$ cat src/rtl/mem_access_stage.sv
// MEM stage: drives loads/stores over a valid/ready data-memory port and extends load data for writeback.
// Non-memory ops pass through in 0 cycles; memory ops hold stall_MEM through REQ/RESP and release in DONE.
module mem_access_stage #(
  parameter int XLEN   = 64,
  parameter int RID_W  = 5,
  parameter int INST_W = 32
) (
  input  logic              clk,
  input  logic              rst,
  input  logic              flush_MEM,
  input  logic [RID_W-1:0]  rd_MEM,
  input  logic              wb_en_MEM,
  input  logic              is_load,
  input  logic              is_store,
  input  logic              ld_unsigned,
  input  logic [1:0]        mem_size,
  input  logic [XLEN-1:0]   alu_result_MEM,
  input  logic [XLEN-1:0]   store_data_MEM,
  input  logic [XLEN-1:0]   pc_MEM,
  input  logic [INST_W-1:0] inst_MEM,
  output logic              stall_MEM,
  output logic              dmem_req_valid,
  input  logic              dmem_req_ready,
  output logic              dmem_req_wen,
  output logic [XLEN-1:0]   dmem_req_addr,
  output logic [XLEN-1:0]   dmem_req_wdata,
  output logic [7:0]        dmem_req_wstrb,
  input  logic              dmem_resp_valid,
  input  logic [XLEN-1:0]   dmem_resp_rdata,
  output logic              wb_en_out,
  output logic [RID_W-1:0]  rd_out,
  output logic [XLEN-1:0]   wb_data_out,
  output logic [XLEN-1:0]   pc_out,
  output logic [INST_W-1:0] inst_out,
  output logic              flush_out,
  output logic              misalign_o
);

  typedef enum logic [1:0] {IDLE, REQ, RESP, DONE} state_t;

  state_t          state_q, state_d;
  logic [XLEN-1:0] rdata_q, rdata_d;

  logic            aligned, is_mem, mem_op, in_idle;
  logic [2:0]      byte_off;
  logic [5:0]      bit_off;
  logic [7:0]      lane_mask;
  logic [XLEN-1:0] ld_shifted, ld_ext;

  assign byte_off = alu_result_MEM[2:0];
  assign bit_off  = {byte_off, 3'b000};
  assign in_idle  = (state_q == IDLE);
  assign is_mem   = ~flush_MEM & (is_load | is_store);
  assign mem_op   = is_mem & aligned;

  always_comb begin
    aligned   = 1'b1;
    lane_mask = 8'h01;
    case (mem_size)
      2'd0: begin aligned = 1'b1;                 lane_mask = 8'h01; end
      2'd1: begin aligned = ~byte_off[0];         lane_mask = 8'h03; end
      2'd2: begin aligned = (byte_off[1:0] == 0); lane_mask = 8'h0F; end
      default: begin aligned = (byte_off == 0);   lane_mask = 8'hFF; end
    endcase
  end

  always_ff @(posedge clk or negedge rst) begin
    if (!rst) begin
      state_q <= IDLE;
      rdata_q <= '0;
    end else begin
      state_q <= state_d;
      rdata_q <= rdata_d;
    end
  end

  always_comb begin
    state_d = state_q;
    rdata_d = rdata_q;
    case (state_q)
      IDLE: if (mem_op) state_d = dmem_req_ready ? RESP : REQ;
      REQ:  if (dmem_req_ready) state_d = RESP;
      RESP: if (dmem_resp_valid) begin
        state_d = DONE;
        rdata_d = dmem_resp_rdata;
      end
      default: state_d = IDLE;
    endcase
  end

  // Load extraction: move the addressed field down to bit 0, then extend from its MSB.
  always_comb begin
    ld_shifted = rdata_q >> bit_off;
    ld_ext     = ld_shifted;
    case (mem_size)
      2'd0: ld_ext = ld_unsigned ? {{(XLEN-8){1'b0}}, ld_shifted[7:0]}
                                 : {{(XLEN-8){ld_shifted[7]}}, ld_shifted[7:0]};
      2'd1: ld_ext = ld_unsigned ? {{(XLEN-16){1'b0}}, ld_shifted[15:0]}
                                 : {{(XLEN-16){ld_shifted[15]}}, ld_shifted[15:0]};
      2'd2: ld_ext = ld_unsigned ? {{(XLEN-32){1'b0}}, ld_shifted[31:0]}
                                 : {{(XLEN-32){ld_shifted[31]}}, ld_shifted[31:0]};
      default: ld_ext = ld_shifted;
    endcase
  end

  // Reset gates the handshake outputs so an in-flight request drops without waiting for a clock.
  always_comb begin
    dmem_req_valid = rst & ((in_idle & mem_op) | (state_q == REQ));
    stall_MEM      = rst & ((in_idle & mem_op) | (state_q == REQ) | (state_q == RESP));
    misalign_o     = in_idle & is_mem & ~aligned;
    dmem_req_wen   = is_store;
    dmem_req_addr  = {alu_result_MEM[XLEN-1:3], 3'b000};
    dmem_req_wdata = store_data_MEM << bit_off;
    dmem_req_wstrb = is_store ? (lane_mask << byte_off) : 8'h00;
    wb_data_out    = ((state_q == DONE) && is_load) ? ld_ext : alu_result_MEM;
    wb_en_out      = wb_en_MEM & ~flush_MEM & ~stall_MEM & ~misalign_o;
    rd_out         = rd_MEM;
    pc_out         = pc_MEM;
    inst_out       = inst_MEM;
    flush_out      = flush_MEM;
  end

endmodule

$ cat config.mk
export PLATFORM = sky130hd
export DESIGN_NAME = mem_access_stage
export DESIGN_NICKNAME = d
export VERILOG_FILES = /design/src/rtl/mem_access_stage.sv
export SDC_FILE = /design/constraint.sdc
export NUM_CORES = 1
export LEC_CHECK = 0
export CAP_MARGIN = 30
export CORE_AREA = 2 2 238 240
export CTS_BUF_LIST = sky130_fd_sc_hd__clkbuf_16
export CTS_CLUSTER_DIAMETER = 80
export DETAILED_ROUTE_END_ITERATION = 10
export DIE_AREA = 0 0 240 242
export PLACE_DENSITY = 0.43
export SLEW_MARGIN = 30
export SYNTH_ARGS = -nofsm -noshare
export SYNTH_HDL_FRONTEND = slang
export SYNTH_SLANG_ARGS = --single-unit
$ cat constraint.sdc
create_clock -name clk -period 1.9 [get_ports clk]
set_input_delay 0.285 -clock clk [delete_from_list [all_inputs] [get_ports clk]]
set_output_delay 0.285 -clock clk [all_outputs]
set_load 0.05 [all_outputs]
==> flow_summary.toml, run 1 <==
[run_status]
run_status = "complete, but fails checks"
violations = "setup timing"

[synthesis]
ys_ff_latch = 66
mappedNetlistArea_um2 = 8912
most_repeated_cell_in_the_gate_level_netlist_after_synthesis = "sky130_fd_sc_hd__buf_4"
post-synth-top-area-cell = "sky130_fd_sc_hd__dfrtp_1"
yosys.area.top_type_share = 0.1853
seq_area_frac_synth = 0.1853
synth-edff-count = 0
syn-mean-instance-area_um2 = 8.345
ys_async_sr_fraction = 1.000
yosysWarnings = 0
synth_common_cells = "184 x sky130_fd_sc_hd__buf_4, 122 x sky130_fd_sc_hd__nor2_1, 114 x sky130_fd_sc_hd__mux2i_1"
synth-main-ff-cell = "sky130_fd_sc_hd__dfrtp_1"
synth_top_cells_by_area = "sky130_fd_sc_hd__dfrtp_1 19%, sky130_fd_sc_hd__buf_4 15%, sky130_fd_sc_hd__mux2i_1 13%"
post_synth_num_cell_types = 56
synthCells = 1068

[detailed_routing]
drt-vias-per-instance = 4.270
ant_nets = 0
drc = 0
vias = 9783
wl_per_cell_um = 22.53
dr.first_iter.drc_count = 417
drt_wl_total_mm = 51.63
first_pass_iters = 5

[clock_network]
worst_skew_pair.late_latency_ps = 330
cts.sink_count = 66
cts_max_level = 3
cts-buffers-inserted = 9
cts_tree = "built"
cts-root-buf = "sky130_fd_sc_hd__clkbuf_16"
cts_max_path_buffers = 2
worst_setup_hold_path_clk_slew_ps = 60

[final_layout]
nets = 1838
seqCellArea_um2 = 1655
postLayoutCoreUtil = 0.3425
fin_cells = 2291
share_of_layout_cells_above_drive_strength_1 = 0.5845
areaGrowthSynthToFinish_pct = 114.2
fill_cells = 5653
multi_input_gate_area_in_the_final_layout_um2 = 7428

[pwr]
p_per_cell_area_nw_per_um2 = 932.1
design_power_total_w = 0.01779
sequential_power_share = 0.161
switching_share = 0.4477
power.net_switching_w = 0.007965
p_leak_nw = 7.879
pwr-share-comb = 0.732
internal_power_w = 0.009827
portion_of_total_power_attributed_to_the_clock_network = 0.106
ir_worst_vdd_uv = 474.5

[global_routing]
grt_pass1_wl_mm = 72.54
grt_start_max_net_pins = 46
grt.overflow.total = 0
grt_antenna_before_repair = 6
grt_pass1_vias = 10234
aggregate_global_route_resource_usage = 0.1697

[timing]
period_minus_slack_ps = 2583
hold_viol = 0
timing.final.max_slew_violations = 0
report.final.setup_viol = 100
fin_tns_setup_ps = -40830
period_share = 1.359
rsz0062_at_grt = "yes"
max-slew-margin-rel = 0.5755
tightest_slew_ps = 636.8
worst_slack_ps = -683.0
fin_skew_ps = 4.995
achievable-frequency_ghz = 0.3872

[place]
dp_hpwl_mm = 39.56
place_inst = 2210
port_buffers = 405
dp_slack_ps = -1072
gp_congestion = 0.8534

[critical_path]
worst_ep_required_time_ps = 1620
timing.critical_path.from_type = "register"
timing.setup.critical_path_class = "register to primary output"
worst-path-max-fanout = 8
crit_path_arrival_time_ps = 2300
worst-r2r-setup-slack_ps = 40
crit_path_end_kind = "primary output"

[floorplanning]
placeableCoreArea_um2 = 55730
die_w_um = 240
starting_utilization_of_the_core_area = 0.1599
fp-row-count = 87
io-pin-count = 611
die_h_um = 242
die_area_um2 = 58080

[min_path]
hold_path_class = "input pin to asynchronous set/reset pin"

[job]
max_cap_viol_count = 0
## flip-flops by register name, indices dropped and copies added (netlist names)
name / flops
rdata_q: 64
state_q: 2
## cell usage in the layout (no fill, tap or decap), types with 21 or more instances in the layout
cell type,Yosys,routed
sky130_fd_sc_hd__a21oi_1,58,25
sky130_fd_sc_hd__a21oi_2,30,21
sky130_fd_sc_hd__a21oi_4,0,42
sky130_fd_sc_hd__buf_12,0,154
sky130_fd_sc_hd__buf_4,184,221
sky130_fd_sc_hd__buf_6,13,94
sky130_fd_sc_hd__clkdlybuf4s50_1,0,185
sky130_fd_sc_hd__dfrtp_1,66,63
sky130_fd_sc_hd__mux2_2,86,78
sky130_fd_sc_hd__mux2i_1,114,90
sky130_fd_sc_hd__nand2_1,56,42
sky130_fd_sc_hd__nor2_1,122,92
sky130_fd_sc_hd__o21ai_4,0,29
## area by class of cell
cell class,count,share of cell area
clock buffer,9,0.01180
inverter,15,0.003212
clock inverter,6,0.005572
antenna,2,0.0002622
multi-input combinational,734,0.3892
sequential,66,0.08672
tap,756,0.04955
timing repair buffer,703,0.4537
## kinds of logic (layout without fill, tap and decap cells)
kind of cell	after synthesis	count (layout)	share of synthesized area
compound gates	249	249	0.1817
fa+ha+maj	5	5	0.007020
buf+inv	270	733	0.2061
flops	66	66	0.1853
mux	220	220	0.2841
other cells	1	5	0.0004208
simple gates	257	257	0.1353
## layer usage
layer | GRT usage | part of all wire | vias to the layer above
li1 | - | - | 4565
met1 | 0.2305 | 0.46 | 4808
met2 | 0.2758 | 0.46 | 323
met3 | 0.02963 | 0.048 | 81
met4 | 0.04403 | 0.028 | 6
met5 | 0 | 0.00072 | -
## power groups by stage
| stage | combinational [W] | sequential, W | clock (W) |
|---|---|---|---|
| 6_report | 0.0130 | 0.00287 | 0.00189 |
| 5_1_grt | 0.0137 | 0.00297 | 0.00200 |
| 4_1_cts | 0.0127 | 0.00284 | 0.00193 |
| 3_5_place_dp | 0.0115 | 0.00283 | 0 |
| 3_3_place_gp | 0.0114 | 0.00281 | 0 |
| 2_1_floorplan | 0.00698 | 0.00267 | 0 |
## through the flow
step / hold slack [ps] / cell area (um^2)
after floorplan: -10.59 / 10340
after global placement: 420.3 / 16490
after detailed placement: 426.6 / 16490
after CTS: 74.26 / 18590
after global routing: 84.17 / 19090
final: 43.73 / 19090
## repair_timing
| item | 4_1_cts | 5_1_grt |
|---|---|---|
| hold buffers | 0 | 0 |
| buffers inserted | 44 | 12 |
| resized for setup | 259 | 95 |
| cloned | 15 | 5 |
| endpoints found under the setup margin | 132 | 122 |
| pin swaps | 41 | 33 |
## final timing paths
check / start / end / cells past startpoint
min in group clk: rdata_q[14] / rdata_q[14] / 1
min reg2reg: rdata_q[14] / rdata_q[14] / 1
min: rst / rdata_q[12] / 2
max reg2reg: state_q[0] / rdata_q[22] / 7
max in group asynchronous: rst / rdata_q[32] / 2
max: rdata_q[63] / wb_data_out[46] / 9
## critical path: stages, from the launching register on
cell and delay (ps):
sky130_fd_sc_hd__dfrtp_1 400, sky130_fd_sc_hd__buf_6 130, sky130_fd_sc_hd__mux2i_4 160, sky130_fd_sc_hd__a22o_1 180, sky130_fd_sc_hd__and4b_2 260, sky130_fd_sc_hd__nor3_4 230
sky130_fd_sc_hd__buf_6 190, sky130_fd_sc_hd__buf_16 170, sky130_fd_sc_hd__a21oi_4 60, sky130_fd_sc_hd__buf_6 170
No activity file was read; power rests on OpenSTA's default activity.
==> run 2, diff against run 1 <==
--- a/config.mk
+++ b/config.mk
@@ -9,8 +9,10 @@
 export CORE_AREA = 2 2 238 240
 export CTS_BUF_LIST = sky130_fd_sc_hd__clkbuf_16
 export CTS_CLUSTER_DIAMETER = 80
+export CTS_CLUSTER_SIZE = 8
 export DETAILED_ROUTE_END_ITERATION = 10
 export DIE_AREA = 0 0 240 242
+export GPL_TIMING_DRIVEN = 0
 export PLACE_DENSITY = 0.43
 export SLEW_MARGIN = 30
 export SYNTH_ARGS = -nofsm -noshare
==> constraint.sdc (replaced) <==
create_clock -name clk -period 1.9 [get_ports clk]
set_input_delay 0.19 -clock clk [delete_from_list [all_inputs] [get_ports clk]]
set_output_delay 0.19 -clock clk [all_outputs]
set_load 0.05 [all_outputs]
==> flow_summary.toml, run 2 (same netlist as run 1, synthesis figures left out) <==
[clock_network]
worst_setup_hold_path_clk_slew_ps = 60
cts_max_level = 3
cts-root-buf = "sky130_fd_sc_hd__clkbuf_16"
cts_max_path_buffers = 2
cts_tree = "built"
cts-buffers-inserted = 9
worst_skew_pair.late_latency_ps = 330
cts.sink_count = 66

[final_layout]
multi_input_gate_area_in_the_final_layout_um2 = 7173
largest_register_ff_count = 64
most-common-layout-cells = "348 x sky130_fd_sc_hd__clkdlybuf4s50_1, 270 x sky130_fd_sc_hd__buf_4, 115 x sky130_fd_sc_hd__buf_6"
seqCellArea_um2 = 1677
reg_top3 = "rdata_q (64), state_q (2)"
nets = 2019
share_of_layout_cells_above_drive_strength_1 = 0.5242
areaGrowthSynthToFinish_pct = 114.6
final_common_cell = "sky130_fd_sc_hd__clkdlybuf4s50_1"
design_area_um2 = 19120
fill_cells = 5756
postLayoutCoreUtil = 0.3431
largest_register = "rdata_q"

[min_path]
hold_path_class = "input pin to register"

[timing]
fin_tns_setup_ps = -31050
achievable-frequency_ghz = 0.3984
timing.final.max_slew_violations = 0
fin_hold_ws_ps = 468.3
tightest_slew_ps = 586.7
worst_slack_ps = -610.1
period_share = 1.321
rsz0062_at_grt = "yes"
report.final.setup_viol = 80
hold_viol = 0
fin_skew_ps = 10.10
period_minus_slack_ps = 2510
max-slew-margin-rel = 0.6077

[detailed_routing]
drt-vias-per-instance = 4.362
drt_wl_total_mm = 61.41
first_pass_iters = 7
drc = 0
vias = 10818
wl_per_cell_um = 24.76
dr.first_iter.drc_count = 588
ant_nets = 0

[critical_path]
cp_slowest_cell = "sky130_fd_sc_hd__dfrtp_1"
path_cells = "mux2_4, o2bb2a_4, and4_4, nor3_4, buf_12, clkbuf_16, a21oi_4, buf_8"
critPathTopFamily = "buffers and inverters"
critical_path.max_stage_delay_ps = 420
critPathBufInv = 3
crit_path_end_kind = "primary output"
worst-path-max-fanout = 6
worst-r2r-setup-slack_ps = 40
timing.setup.critical_path_class = "register to primary output"
worst_ep_required_time_ps = 1710
timing.critical_path.from_type = "register"
crit_path_arrival_time_ps = 2320

[place]
cell_area_reported_after_detailed_placement_um2 = 15730
gp_congestion = 0.8777
dp_hpwl_mm = 49.14
port_buffers = 504

[floorplanning]
starting_utilization_of_the_core_area = 0.1599
die_area_um2 = 58080
io-pin-count = 611
die_w_um = 240
die_h_um = 242
fp-row-count = 87
placeableCoreArea_um2 = 55730

[global_routing]
grt_antenna_before_repair = 12
grt.overflow.total = 0
grt_pass1_vias = 10908
grt_pass1_wl_mm = 83.32
grt_start_max_net_pins = 44
aggregate_global_route_resource_usage = 0.2009

[run_status]
run_status = "complete, but fails checks"
violations = "setup timing"

[pwr]
p_per_cell_area_nw_per_um2 = 903.0
p_leak_nw = 7.941
ir_worst_vdd_uv = 481.4

[job]
max_cap_viol_count = 0
-- run 2: cell count changes in the layout (fill, tap and decap cells not counted), sizes merged, moves of 4 or more --
cell           delta
clkdlybuf4s50   +163
diode             +7
clkdlybuf4s15     +5
clkbuf           +17
buf               -7
dlymetal6s2s      +4
bufbuf            -4
-- run 2: report_power, final --
group	switching (W)	internal (W)	total, W
combinational	0.00673	0.00545	0.0122
clock	0.000633	0.00101	0.00165
sequential	0.00126	0.00218	0.00344
-- run 2: cell type report --
type | count | share of cell area
flip-flops and latches | 66 | 0.08768
diodes | 9 | 0.001178
well taps | 756 | 0.04947
repair buffers | 637 | 0.3481
plain buffers | 246 | 0.1199
clock buffers | 9 | 0.01178
inverters | 15 | 0.003206
clock inverters | 7 | 0.003599
multi-input cells | 735 | 0.3751
-- run 2: worst reg2reg max path, cell delays in order (launching register included) --
cell	delay (ps)
sky130_fd_sc_hd__dfrtp_2	440
sky130_fd_sc_hd__buf_6	130
sky130_fd_sc_hd__buf_4	120
sky130_fd_sc_hd__ha_2	200
sky130_fd_sc_hd__a222oi_1	490
sky130_fd_sc_hd__mux2_1	370
-- run 2: per-layer routing --
layer	track usage	up-vias	share of wire
met2	0.3410	479	0.48
met5	0	-	0.00075
met4	0.06704	6	0.033
met1	0.2577	5327	0.42
li1	-	4919	-
met3	0.03088	87	0.058
-- run 2: through the flow --
stage / std cells / setup slack (ps) / power, W
after CTS: 2435 / -573.1 / 0.01669
after floorplan: 1070 / -282.5 / 0.009351
after global routing: 2478 / -685.0 / 0.01800
after global placement: 2330 / -2746 / 0.01323
after detailed placement: 2331 / -2068 / 0.01330
final: 2480 / -610.1 / 0.01727
-- run 2: worst paths after layout --
check                                         start              end  cells after the start
worst min register to register           rdata_q[1]       rdata_q[1]                      1
min in group asynchronous                       rst      rdata_q[51]                      3
worst max-delay path                    rdata_q[39]  wb_data_out[62]                      8
max in group asynchronous                       rst      rdata_q[26]                      3
worst max register to register           state_q[1]       state_q[1]                      5
worst min-delay path            dmem_resp_rdata[14]      rdata_q[14]                      2
-- run 2: repair_timing --
| action | in CTS | in global routing |
|---|---|---|
| endpoints found under the setup margin | 203 | 176 |
| setup buffers | 83 | 44 |
| resized for setup | 1252 | 151 |
| gates cloned | 5 | 4 |
| pin swaps | 48 | 32 |
| endpoints found under the hold margin | 25 | 66 |
| hold buffers | 2 | 1 |
==> run 3, diff against run 2 <==
--- a/config.mk
+++ b/config.mk
@@ -14,6 +14,7 @@
 export DIE_AREA = 0 0 240 242
 export GPL_TIMING_DRIVEN = 0
 export PLACE_DENSITY = 0.43
+export SKIP_CTS_REPAIR_TIMING = 1
 export SLEW_MARGIN = 30
 export SYNTH_ARGS = -nofsm -noshare
 export SYNTH_HDL_FRONTEND = slang
==> flow_summary.toml, run 3 (same netlist as run 1, synthesis figures left out) <==
[detailed_routing]
wl_per_cell_um = 24.92
vias = 10681
ant_nets = 0
drc = 0
drt-vias-per-instance = 4.381
first_pass_iters = 5
drt_wl_total_mm = 60.76
dr.first_iter.drc_count = 523

[final_layout]
design_area_um2 = 18710
nets = 1979
largest_register = "rdata_q"
multi_input_gate_area_in_the_final_layout_um2 = 7117
fill_cells = 5785
areaGrowthSynthToFinish_pct = 109.9
share_of_layout_cells_above_drive_strength_1 = 0.5104
final_common_cell = "sky130_fd_sc_hd__clkdlybuf4s50_1"
seqCellArea_um2 = 1678
most-common-layout-cells = "350 x sky130_fd_sc_hd__clkdlybuf4s50_1, 247 x sky130_fd_sc_hd__buf_4, 106 x sky130_fd_sc_hd__buf_6"
largest_register_ff_count = 64
reg_top3 = "rdata_q (64), state_q (2)"

[pwr]
sequential_power_share = 0.207
switching_share = 0.5009
ir_worst_vdd_uv = 477.8
p_leak_nw = 7.839
power.net_switching_w = 0.008517
portion_of_total_power_attributed_to_the_clock_network = 0.097
p_per_cell_area_nw_per_um2 = 908.7
pwr-share-comb = 0.697
internal_power_w = 0.008485

[min_path]
worst_hold_startpoint = "dmem_resp_rdata[14]"
hold_path_class = "input pin to register"
hold-path-endpoint = "rdata_q[14]"
worstHoldPathCells = 2

[timing]
timing.final.max_slew_violations = 0
period_minus_slack_ps = 2487
report.final.setup_viol = 92
fin_skew_ps = 7.113
worst_slack_ps = -586.9
achievable-frequency_ghz = 0.4021
period_share = 1.309
tightest_slew_ps = 616.4
max-slew-margin-rel = 0.5878
rsz0062_at_grt = "yes"
hold_viol = 0

[job]
max_cap_viol_count = 0

[critical_path]
timing.critical_path.from_type = "register"
r2r_cells = 5
path_cells = "nand3b_1, a211o_1, a311oi_2, nor3_4, buf_12, buf_16, a21oi_4, buf_6"
cp.depth = 8
critPathBufInv = 3
cp_slowest_cell = "sky130_fd_sc_hd__dfrtp_2"
critical_path.max_stage_delay_ps = 420
worst_ep_required_time_ps = 1710
worst-r2r-setup-slack_ps = 90
timing.setup.critical_path_class = "register to primary output"
critPathTopFamily = "compound AO/OA/AOI/OAI gates"
crit_path_end_kind = "primary output"
worst-path-max-fanout = 6
critical_path.reg2reg.endpoint = "rdata_q[56]"
crit_path_arrival_time_ps = 2300
r2r_start = "state_q[0]"

[place]
port_buffers = 504
dp_slack_ps = -2068
gp_congestion = 0.8777
cell_area_reported_after_detailed_placement_um2 = 15730
dp_hpwl_mm = 49.14

[floorplanning]
fp-row-count = 87
die_h_um = 242
die_area_um2 = 58080
starting_utilization_of_the_core_area = 0.1599
die_w_um = 240
io-pin-count = 611
placeableCoreArea_um2 = 55730

[global_routing]
aggregate_global_route_resource_usage = 0.1919
global_route.peak_usage_layer = "met2"
global_route_met3_usage = 0.02644
grt_start_max_net_pins = 44
grt_pass1_vias = 10216
grt_pass1_wl_mm = 79.83
use_met2 = 0.3254
grt.overflow.total = 0
grtUsageMet1 = 0.2548
grt_antenna_before_repair = 11

[clock_network]
cts.sink_count = 66
worst_skew_pair.late_latency_ps = 330
cts_max_level = 3
worst_setup_hold_path_clk_slew_ps = 60
cts_max_path_buffers = 2
cts-root-buf = "sky130_fd_sc_hd__clkbuf_16"
cts_tree = "built"
cts-buffers-inserted = 9

[run_status]
violations = "setup timing"
run_status = "complete, but fails checks"
[run 3: cell type report]
type                    instances  share of cell area
diodes                          7           0.0009362
plain buffers                 253              0.1307
clock buffers                   9             0.01204
clock inverters                 7            0.003678
inverters                      15            0.003009
multi-input cells             734              0.3804
flip-flops and latches         66             0.08968
well taps                     756             0.05056
repair buffers                591              0.3290
[run 3: power groups by stage]
stage          registers (W)  logic, W  clock network (W)
2_1_floorplan        0.00267   0.00669                  0
3_3_place_gp         0.00331   0.00992                  0
3_5_place_dp         0.00335   0.00995                  0
4_1_cts              0.00333   0.00998            0.00169
5_1_grt              0.00355    0.0124            0.00178
6_report             0.00351    0.0118            0.00165
[run 3: metal layers]
| metal | part of all wire | vias to the layer above |
|---|---|---|
| met5 | 0.0015 | - |
| met4 | 0.032 | 6 |
| met3 | 0.052 | 95 |
| met2 | 0.48 | 474 |
| met1 | 0.43 | 5262 |
| li1 | - | 4844 |
[run 3: worst max path at each step]
stage / startpoint / endpoint / slack [ps]
CTS: state_q[1] / wb_data_out[15] / -2180
global placement: rst / wb_en_out / -2750
finish: rdata_q[47] / wb_data_out[50] / -590
floorplan: alu_result_MEM[1] / dmem_req_wdata[32] / -280
detailed placement: alu_result_MEM[2] / wb_data_out[6] / -2070
global route: rdata_q[47] / wb_data_out[50] / -660
[run 3: stage by stage]
stage / utilization / TNS [ps] / instances / power [W] / hold slack, ps
after detailed placement: 0.2822 / -237440 / 2331 / 0.01330 / 147.8
final: 0.3357 / -30110 / 2438 / 0.01700 / 471.2
after CTS: 0.2875 / -243980 / 2347 / 0.01500 / -200.8
after global placement: 0.2817 / -363110 / 2330 / 0.01323 / 493.3
after floorplan: - / -7218 / 1070 / 0.009351 / -105.6
after global routing: 0.3356 / -35660 / 2436 / 0.01773 / 461.1
